### src/rtl/lab4_sys_net_pkg.sv
// Shared ring-network definitions: port counts, port index type and the
// output-register state used by the switch stage.
package lab4_sys_net_pkg;

  localparam int unsigned NUM_IN_PORTS = 3;
  localparam int unsigned NUM_ROUTERS  = 4;

  typedef logic [1:0] port_idx_t;

  typedef enum logic {
    OUT_EMPTY,
    OUT_FULL
  } out_state_e;

  // The winner drops to lowest priority: pointer moves just past it, wrapping at 3.
  function automatic port_idx_t next_prio(input port_idx_t winner);
    return (winner == 2'd2) ? port_idx_t'(0) : port_idx_t'(winner + 2'd1);
  endfunction

endpackage

### src/rtl/lab4_sys_net_rr_arb3.sv
// Three-way round-robin arbiter; the priority pointer lives here and only
// advances when a grant is issued.
module lab4_sys_net_rr_arb3
  import lab4_sys_net_pkg::*;
(
  input  logic                    clk,
  input  logic                    reset,
  input  logic [NUM_IN_PORTS-1:0] req,
  input  logic                    en,
  output logic [NUM_IN_PORTS-1:0] grant
);

  port_idx_t   prio;
  port_idx_t   prio_eff;
  port_idx_t   winner;
  port_idx_t   cand;
  logic        found;
  int unsigned pos;

  always_ff @(posedge clk or negedge reset) begin
    if (!reset) begin
      prio <= '0;
    end else if (found) begin
      prio <= next_prio(winner);
    end
  end

  always_comb begin
    prio_eff = (prio == 2'd3) ? port_idx_t'(0) : prio;
    grant    = '0;
    winner   = '0;
    cand     = '0;
    found    = 1'b0;
    pos      = 0;
    for (int unsigned k = 0; k < NUM_IN_PORTS; k++) begin
      pos  = (32'(prio_eff) + k) % NUM_IN_PORTS;
      cand = port_idx_t'(pos);
      if (en && !found && req[cand]) begin
        found  = 1'b1;
        winner = cand;
      end
    end
    if (found) begin
      grant[winner] = 1'b1;
    end
  end

endmodule

### src/rtl/lab4_sys_net_router_switch_unit.sv
// Output-side switch stage: arbitrates the three route-unit candidates into a
// single output register with 1-cycle latency and same-cycle drain/refill.
module lab4_sys_net_router_switch_unit
  import lab4_sys_net_pkg::*;
#(
  parameter int unsigned p_msg_nbits = 44
) (
  input  logic                                      clk,
  input  logic                                      reset,
  input  logic [NUM_IN_PORTS-1:0][p_msg_nbits-1:0]  istream_msg,
  input  logic [NUM_IN_PORTS-1:0]                   istream_val,
  output logic [NUM_IN_PORTS-1:0]                   istream_rdy,
  output logic [p_msg_nbits-1:0]                    ostream_msg,
  output logic                                      ostream_val,
  input  logic                                      ostream_rdy
);

  out_state_e                state;
  out_state_e                state_nxt;
  logic                      can_load;
  logic                      arb_en;
  logic                      any_grant;
  logic [NUM_IN_PORTS-1:0]   grant;
  port_idx_t                 sel;

  assign can_load = (state == OUT_EMPTY) || ostream_rdy;
  // Gating with reset keeps every rdy low while reset is held, even though the
  // output register is already empty.
  assign arb_en   = can_load && reset;

  lab4_sys_net_rr_arb3 u_arb (
    .clk   (clk),
    .reset (reset),
    .req   (istream_val),
    .en    (arb_en),
    .grant (grant)
  );

  assign any_grant   = |grant;
  assign istream_rdy = grant;

  always_comb begin
    sel = '0;
    if (grant[2]) begin
      sel = 2'd2;
    end else if (grant[1]) begin
      sel = 2'd1;
    end
  end

  always_ff @(posedge clk or negedge reset) begin
    if (!reset) begin
      state <= OUT_EMPTY;
    end else begin
      state <= state_nxt;
    end
  end

  always_comb begin
    state_nxt = state;
    case (state)
      OUT_EMPTY: begin
        if (any_grant) begin
          state_nxt = OUT_FULL;
        end
      end
      OUT_FULL: begin
        if (any_grant) begin
          state_nxt = OUT_FULL;
        end else if (ostream_rdy) begin
          state_nxt = OUT_EMPTY;
        end
      end
      default: state_nxt = OUT_EMPTY;
    endcase
  end

  always_comb begin
    ostream_val = (state == OUT_FULL);
  end

  always_ff @(posedge clk or negedge reset) begin
    if (!reset) begin
      ostream_msg <= '0;
    end else if (any_grant) begin
      ostream_msg <= istream_msg[sel];
    end
  end

endmodule

### config.mk
export PLATFORM = sky130hd
export DESIGN_NAME = lab4_sys_net_router_switch_unit
export DESIGN_NICKNAME = d
export VERILOG_FILES = /design/src/rtl/lab4_sys_net_pkg.sv /design/src/rtl/lab4_sys_net_rr_arb3.sv /design/src/rtl/lab4_sys_net_router_switch_unit.sv
export SDC_FILE = /design/constraint.sdc
export NUM_CORES = 1
export LEC_CHECK = 0
export ABC_AREA = 1
export CAP_MARGIN = 20
export CORE_MARGIN = 5
export CORE_UTILIZATION = 38
export CTS_CLUSTER_SIZE = 12
export DETAILED_ROUTE_END_ITERATION = 6
export PLACE_DENSITY = 0.82
export SETUP_SLACK_MARGIN = 0.2
export SYNTH_ARGS = -nofsm -noshare
export SYNTH_HDL_FRONTEND = slang
export SYNTH_SLANG_ARGS = --single-unit
### constraint.sdc
create_clock -name clk -period 3.4 [get_ports clk]
set_clock_uncertainty 0.2 [all_clocks]
set_input_delay 0.85 -clock clk [delete_from_list [all_inputs] [get_ports clk]]
set_output_delay 0.85 -clock clk [all_outputs]
set_load 0.01 [all_outputs]
# Word-level counts from Yosys, hierarchy flattened
# Cells that the tools add are included.
dict set report totals {
  register_bits 47
  in_bits 138
  out_inout_bits 48
  wordCells 54
}
dict set report op_classes {
  add_sub_neg 3
  div_mod_pow 3
  n_lt_le_gt_ge 6
  eq_ne 2
  n_mux 25
  bitwise_logic 1
  n_reduce_logical 11
}
# op count
set op_table {}
lappend op_table {{$bmux 44 s2} 1}
lappend op_table {{$mod 32x2->32 const B} 2}
lappend op_table {{$mux 44} 1}
lappend op_table {{$mod 2x2->32 const B} 1}
lappend op_table {{$lt 2x3->1 const B} 5}
lappend op_table {{$mux 2} 6}
lappend op_table {{$mux 1} 11}
lappend op_table {{$logic_and 1x1->1} 7}
lappend op_table {{$bmux 1 s2} 3}
lappend op_table {{$eq 2x2->1 const B} 2}
lappend op_table {{$add 2x1->3 const B} 1}
lappend op_table {{$add 2x2->3 const B} 1}
lappend op_table {{$mux 3} 1}
lappend op_table {{$reduce_or 3->1} 1}
lappend op_table {{$add 2x1->2 const B} 1}
lappend op_table {{$demux 1 s2} 1}
lappend op_table {{$ge 2x1->1 const B} 1}
lappend op_table {{$logic_not 1->1} 2}
lappend op_table {{$pmux 1 s2} 1}
lappend op_table {{$logic_or 1x1->1} 1}
lappend op_table {{$not 1->1} 1}

# Logic depth before layout (Yosys ltp)
# Gate-level depths: netlist of the first run.
dict set report depth {
  word_depth 24
  mapped_depth 17
  ltp_nobuf 15
}

# Modules after synthesis
# From an unflattened synthesis of the first run, not the netlist that was laid out.
dict set report unflattened {
  hier_cells 444
  area_unflattened_um2 3084.2
}
# module instances cells_per_inst area_per_inst_um2
set modules_own_cells {}
lappend modules_own_cells {lab4_sys_net_router_switch_unit 1 387 2721.4}
lappend modules_own_cells {lab4_sys_net_rr_arb3 1 57 362.8}

# Worst setup path before layout of the first run
# No wires, ideal clock.
dict set report synth_path {
  path_kind {input to output}
  from {input istream_val[2]}
  to {output istream_rdy[0]}
  arrival_ps 1944
  t_required_ps 2350
  setup_slack_ps 406
  stages 11
  path_buffers 1
  path_cell_list {inv_1 -> o21ai_1 -> nand2_2 -> nand3_1 -> nor2_2 -> nand2_1 -> nand2_2 -> inv_2 -> buf_2 -> nand2_1 -> nor2_1}
}
dict set report synth_via {
  elab_chain_cells 17
}
# item line_no
set synth_rtl {}
lappend synth_rtl {{start: declaration} lab4_sys_net_router_switch_unit.sv:11} ;# input logic [NUM_IN_PORTS-1:0] istream_val,
lappend synth_rtl {{$bmux 1 s2} lab4_sys_net_rr_arb3.sv:38} ;# if (en && !found && req[cand]) begin
lappend synth_rtl {{$mux 1 (implied by the code)} lab4_sys_net_rr_arb3.sv:38}
lappend synth_rtl {{$logic_and 1x1->1} lab4_sys_net_rr_arb3.sv:38}
lappend synth_rtl {{$mux 1} lab4_sys_net_rr_arb3.sv:38}
lappend synth_rtl {{$logic_not 1->1} lab4_sys_net_rr_arb3.sv:38}
lappend synth_rtl {{$logic_and 1x1->1 (2 in series)} lab4_sys_net_rr_arb3.sv:38}
lappend synth_rtl {{$mux 1} lab4_sys_net_rr_arb3.sv:38}
lappend synth_rtl {{$logic_not 1->1} lab4_sys_net_rr_arb3.sv:38}
lappend synth_rtl {{$logic_and 1x1->1 (2 in series)} lab4_sys_net_rr_arb3.sv:38}
lappend synth_rtl {{$mux 2} lab4_sys_net_rr_arb3.sv:38}
lappend synth_rtl {{$lt 2x3->1 (implied by the code) / $ge 2x1->1 (equally long branches)} lab4_sys_net_rr_arb3.sv:44} ;# grant[winner] = 1'b1;
lappend synth_rtl {{$logic_and 1x1->1 (implied by the code)} lab4_sys_net_rr_arb3.sv:44}
lappend synth_rtl {{$mux 1 (implied by the code)} lab4_sys_net_rr_arb3.sv:44}
lappend synth_rtl {{$demux 1 s2} --}
lappend synth_rtl {{$mux 3 *} lab4_sys_net_rr_arb3.sv:43} ;# if (found) begin
lappend synth_rtl {{end: declaration} lab4_sys_net_router_switch_unit.sv:12} ;# output logic [NUM_IN_PORTS-1:0] istream_rdy,
# Every way passes the cells marked *; elsewhere a longest branch is shown, timed or not. The select of a mux whose other input is x is not followed.

# Worst setup path in the final report of the first run
# Same ends and word-level chain as after synthesis.

==> impl_results.md, run 1 <==
* DR WL/cell at 13.99 um
* Crit-path cells: dlygate4sd2_1 > inv_1 > o21ai_0 > nand2_1 > a31oi_1 > nand2_2 > nor2_1 > buf_2
* Clock latency on the worst-skew pair at 0.29 ns
* DR DRC count at 0
* Hold Vio Cnt, Final at 0
* GPL Wtd Cong at 0.8432
* Pre-CTS WS at -0.4041 ns
* Share of cells above drive strength 1 at 8.221%
* Cells after synthesis at 486
* Vias/cell at 4.926
* Critical path required time at 2.35 ns
* Max_slew headroom at 61.10%
* IO Count at 186
* N_diodes at 0
* Initial antenna violation count at 0
* GR Util All Layers at 20.96%
* Slowest cell on crit path: a31oi_1
* Reg2reg path depth at 13
* First DRT Iteration DRCs at 129
* Crit end category: output port
* FF+latch area at 1176 um^2
* Die ar. at 10030 um^2
* Cell area power density at 778.8 nW/um^2
* Worst hold path class: flip-flop to flip-flop
* Largest net degree at the start of global routing at 48
* Synth top area share at 38.09%
* # setup viols final at 0
* Largest area contributor in the netlist: dfrtp_1
* CTS tree: yes
* Critical Path Source Type: input pin
* GR peak layer: met2
* Async set-reset flop share out of synthesis at 100.0%
* First-pass GRT wire length at 17.33 mm
* FILL cells at 669
* WP depth at 8
* Synthesized flop and latch total at 47
* Count leader, synth: nand2_1
* IO buf count at 185
* Number of routed nets with antenna violations at 0
* Via count at 3798
* Overflow after GRT at 0
* Fmax at 0.3179 GHz
* Final wirelength at 10.79 mm
* Cell family with most CP delay: compound AO/OA/AOI/OAI gates
* Vias in the first global route at 3752
* Crit path kind: input pin to output port
* Syn Area/Cell at 6.354 um^2
* Clock Pin Slew Worst Setup and Hold Paths at 0.08 ns
* Met1 Use GR at 25.69%
* DIE HEIGHT at 100.1 um
* Slew Viols, Final at 0
* R2R setup slack at 0.79 ns
* Worst Tran Pin Value at 0.5835 ns
* P_leak at 2.663 nW
* Register area share after synthesis at 38.09%
* Number of synthesized flops with an enable pin at 0
* Drt first pass iters at 6
* Slack of the critical path at 0.2547 ns
* YS warnings at 0
* Status: completed
* Routing usage on met3 at 6.185%
* # hold bufs at CTS at 0
* Prevailing post-synth register cell: dfrtp_1
* Core area at 7807 um^2
* P&R area growth vs syn at 69.04%
* Yosys cell types at 18
* CP Buf/Inv Count at 3
* Final total power at 4.065 mW
* Cell Area, Synth at 3088 um^2
* Worst VDD drop at 0.0003531 V
* Period minus WS final at 3.145 ns
* Met2 Use GR at 35.88%
* Clock sink count at 47
* Crit path max fanout at 2
* Die width at 100.1 um
* Most frequent cells after synthesis: nand2_1 (196), nand3_1 (94), inv_1 (52)
* Number of max-cap violations at 0
* Initial Util at 39.55%
* NumNets Final at 810
* FP Rows at 32
* TritonCTS buffer count at 5
* Max clock buf depth at 2
* Hold path cells at 2
* Syn_nets at 627
* Critical Path AT at 2.10 ns
* Multi-input gate area at 1618 um^2
* Final Cycle Share at 92.51%
* Htree depth at 2
* DPL Wire Length at 7.907 mm
* Final Util at 66.86%
* Synth top area cells: dfrtp_1 (38%), nand2_1 (24%), nand3_1 (15%)
* Worst path max stage delay at 0.30 ns
* Root Buffer: clkbuf_8
* RSZ-0062 raised after global routing: no
-- worst min-delay path, stage by stage, from the launching register on --
cell,delay [ns]
dfrtp_1,0.35
nand2_1,0.05
nand2_1,0.05
-- path summary, 6_finish.rpt --
check / from / end
max in group asynchronous: reset / ostream_msg[8]
worst min register to register: ostream_msg[40] / ostream_msg[40]
worst max-delay path: istream_val[2] / istream_rdy[0]
worst max register to register: u_arb.prio[0] / ostream_msg[0]
worst min-delay path: ostream_msg[40] / ostream_msg[40]
min in group asynchronous: reset / ostream_val
-- stage by stage --
step                hold WS (ns)  instances  instance area [um^2]  TNS [ns]
detailed placement        0.2639        755                  5000    -1.055
floorplan                 0.3155        486                  3088         0
finish                    0.2799        771                  5220         0
global route              0.3070        771                  5220         0
CTS                       0.2856        767                  5149         0
global placement          0.2610        755                  5000   -0.7306
-- repair_timing --
item                                    4_1_cts  5_1_grt
pin swaps                                     9        8
gates resized for setup                      21       15
endpoints found under the setup margin        3        3
buffers inserted                              5        4
-- final cells by class --
type | count | area share [%]
multi-input cells | 352 | 30.99
clock buffers | 6 | 1.390
clock inverters | 1 | 0.5753
repair buffers | 206 | 37.97
inverters | 57 | 4.099
flip-flops and latches | 47 | 22.53
well taps | 102 | 2.445
-- layer usage --
metal,up-vias,part of all wire [%]
li1,1892,-
met1,1674,38
met2,212,47
met3,20,13
met4,0,2.0
met5,-,0
-- cell usage in the layout (no fill, tap or decap) --
| master | instances |
|---|---|
| nand2_1 | 192 |
| clkdlybuf4s15_1 | 1 |
| bufinv_16 | 1 |
| inv_1 | 50 |
| nand3_4 | 1 |
| dlygate4sd2_1 | 2 |
| a21oi_1 | 44 |
| buf_2 | 3 |
| nand2_2 | 8 |
| dfrtp_1 | 47 |
| a21oi_4 | 1 |
| ha_1 | 1 |
| o21ai_2 | 1 |
| o21ai_0 | 1 |
| clkdlybuf4s50_1 | 177 |
| o21bai_1 | 1 |
| buf_4 | 21 |
| a31oi_1 | 1 |
| nor2_2 | 2 |
| clkbuf_2 | 2 |
| clkbuf_1 | 1 |
| o22ai_1 | 1 |
| inv_2 | 7 |
| nor2_4 | 1 |
| ha_4 | 2 |
| nand3_1 | 93 |
| clkbuf_8 | 5 |
| nor2_1 | 2 |
-- power breakdown --
group | switching, mW | internal (mW) | leakage [nW]
clock | 0.171 | 0.216 | 0.0513
combinational | 1.46 | 1.23 | 2.03
sequential | 0.150 | 0.840 | 0.578
-- sequential cells by signal (all words and copies together) (netlist names) --
signal	count
u_arb.prio	2
ostream_val	1
ostream_msg	44
-- cell families (layout without fill, tap and decap cells) --
logic type,Yosys count,in the layout,synth area share (%)
compound gates,50,50,8.266
flops,47,47,38.09
buf+inv,87,270,11.87
fa+ha+maj,3,3,1.216
simple gates,299,299,40.56
(Power assumes the default switching activity.)
==> run 2, diff against run 1 <==
CORE_MARGIN = default   (was 5)
GPL_TIMING_DRIVEN = 0   (was default)
==> impl_results.md, run 2 (same netlist as run 1, synthesis figures left out) <==
* Worst hold path class: input pin to asynchronous set/reset pin
* Cell family with most CP delay: simple AND/OR/NAND/NOR gates
* Hold Vio Cnt, Final at 0 (unchanged)
* Root Buffer: clkbuf_8
* Dpl cells at 774 (+2.5%)
* Slew Viols, Final at 0 (unchanged)
* Biggest register: ostream_msg
* IO buf count at 185 (unchanged)
* DPL Wire Length at 8.315 mm (+5.2%)
* # setup viols final at 0 (unchanged)
* Via count at 3959 (+4.2%)
* Die width at 92.15 um (-8.0%)
* Initial antenna violation count at 0 (unchanged)
* Max_slew headroom at 67.26% (+6.2 points)
* Vias/cell at 4.955 (+0.59%)
* Fmax at 0.3111 GHz (-2.1%)
* Status: completed
* Slowest cell on crit path: o21ai_2
* Cell area power density at 786.8 nW/um^2 (+1.0%)
* RSZ-0062 raised after global routing: yes
* DR DRC count at 0 (unchanged)
* Combinational share of power at 69.7% (+3.6 points)
* First DRT Iteration DRCs at 134 (+3.9%)
* Multi-input gate area at 1685 um^2 (+4.2%)
* Drt first pass iters at 5 (-1)
* Sw Pwr at 1.932 mW (+8.2%)
* Share of cells above drive strength 1 at 12.34% (+4.1 points)
* Clock latency on the worst-skew pair at 0.29 ns (about the same)
* Final Cycle Share at 94.54% (+2.0 points)
* Critical Path AT at 2.16 ns (+0.06 ns)
* Number of routed nets with antenna violations at 0 (unchanged)
* Htree depth at 2 (unchanged)
* N_diodes at 0 (unchanged)
* # hold bufs at CTS at 0 (unchanged)
* Commonest non-fill, non-tap cells in the layout: nand2_1 (188), clkdlybuf4s50_1 (177), nand3_1 (91)
* Max reg flops at 44 (unchanged)
* Crit path launch: istream_val[2]
* FILL cells at 671 (+0.30%)
* Worst flop-to-flop path startpoint: u_arb.prio[1]
* Crit end category: output port
* NumNets Final at 839 (+3.6%)
* Clock sink count at 47 (unchanged)
* Overflow after GRT at 0 (unchanged)
* Number of max-cap violations at 0 (unchanged)
* Finished Layout Cells at 799 (+3.6%)
* DR WL/cell at 14.45 um (+3.3%)
* Reg power frac at 23.0% (-1.3 points)
* Worst path max stage delay at 0.20 ns (-0.10 ns)
* Period minus WS final at 3.214 ns (+0.06901 ns)
* IO Count at 186 (unchanged)
* GPL Wtd Cong at 0.8991 (+6.6%)
* Worst Tran Pin Value at 0.4911 ns (-0.09243 ns)
* Clock Pin Slew Worst Setup and Hold Paths at 0.08 ns (about the same)
* Core area at 7807 um^2 (unchanged)
* Die ar. at 8491 um^2 (-15%)
* Max clock buf depth at 2 (unchanged)
* Final wirelength at 11.55 mm (+7.0%)
* CTS tree: yes
* Most common cell after layout, fill and taps aside: nand2_1
* TritonCTS buffer count at 5 (unchanged)
* Clock Power Share at 7.2% (-2.3 points)
* Worst VDD drop at 0.0004680 V (+33%)
* First-pass GRT wire length at 17.87 mm (+3.1%)
* Internal power at 2.383 mW (+4.5%)
* FP Rows at 32 (unchanged)
* GR Util All Layers at 26.70% (+5.7 points)
* Crit path max fanout at 5 (+3)
* P&R area growth vs syn at 77.59%
* Initial Util at 39.55% (unchanged)
* Critical Path Source Type: input pin
* Vias in the first global route at 3778 (+0.69%)
* P_leak at 2.783 nW (+4.5%)
* CP dominant cell by count: nand2_4
* Final Util at 70.24% (+3.4 points)
* FF+latch area at 1176 um^2 (unchanged)
* Largest net degree at the start of global routing at 30 (-38%)
* Critical path required time at 2.35 ns (about the same)
* Switching share of total power at 44.78% (+0.88 points)
* Crit path kind: input pin to output port
* DIE HEIGHT at 92.15 um (-8.0%)
* Crit-path cells: clkbuf_2 > inv_2 > o21ai_2 > nand2_4 > nor2_2 > nand2_1 > nand2_1 > inv_2 > nand2_4 > clkinv_4 > buf_8 > nand2_4 > nor2_1 > buf_2
* Worst hold slack at 0.1430 ns (-0.1369 ns)
* CP Buf/Inv Count at 6 (+3)
[run 2: cell types whose count changed in the layout (fill, tap and decap cells not counted), sizes merged]
cell	previous run	this run
bufinv	1	0
inv	57	55
buf	24	39
clkinv	0	2
dlygate4sd2	2	0
clkbuf	8	24
[run 2: area by class of cell]
cell class | count | area share, %
flip-flops and latches | 47 | 21.45
well taps | 102 | 2.327
inverters | 57 | 4.130
plain buffers | 30 | 3.194
clock buffers | 6 | 1.323
multi-input cells | 352 | 30.73
repair buffers | 205 | 36.85
[run 2: metrics by stage]
| step | setup slack (ns) | TNS, ns | area [um^2] | total power, mW |
|---|---|---|---|---|
| finish | 0.1856 | 0 | 5484 | 4.315 |
| global placement | -2.485 | -73.88 | 5067 | 3.523 |
| floorplan | 0.4057 | 0 | 3088 | 2.460 |
| detailed placement | -0.8774 | -2.140 | 5082 | 3.601 |
| global route | 0.1322 | 0 | 5484 | 4.659 |
| CTS | 0.1813 | 0 | 5315 | 4.101 |
[run 2: final timing paths]
check | to | slack (ns) | depth (start not counted)
min reg2reg | ostream_msg[43] | 0.28 | 2
min | ostream_msg[38] | 0.14 | 1
max reg2reg | ostream_msg[0] | 0.73 | 13
max | istream_rdy[0] | 0.19 | 14
min in group clk | ostream_msg[43] | 0.28 | 2
max in group asynchronous | ostream_msg[10] | 2.52 | 2
[run 2: metal layers]
layer  wire, um  share of wire, %  vias up  GRT usage (%)
met1       4559                39     1797          31.44
met2       5715                49      190          48.07
met3       1069               9.3       20          5.721
li1           -                 -     1952              -
met4        201               1.7        0          8.464
met5          0                 0        -              0
[run 2: power by group through the flow]
stage / registers, mW / logic [mW] / clock network (mW)
after floorplan: 1.11 / 1.35 / 0
after global placement: 0.983 / 2.54 / 0
after detailed placement: 0.992 / 2.61 / 0
after CTS: 0.989 / 2.79 / 0.324
after global routing: 1.03 / 3.29 / 0.338
final: 0.994 / 3.01 / 0.312
[run 2: repair_timing]
action / in CTS / in global routing
pin swaps: 8 / 19
setup buffers: 9 / 9
resized for setup: 46 / 34
hold endpoints to repair: 0 / 0
setup endpoints to repair: 3 / 3
cloned: 0 / 1
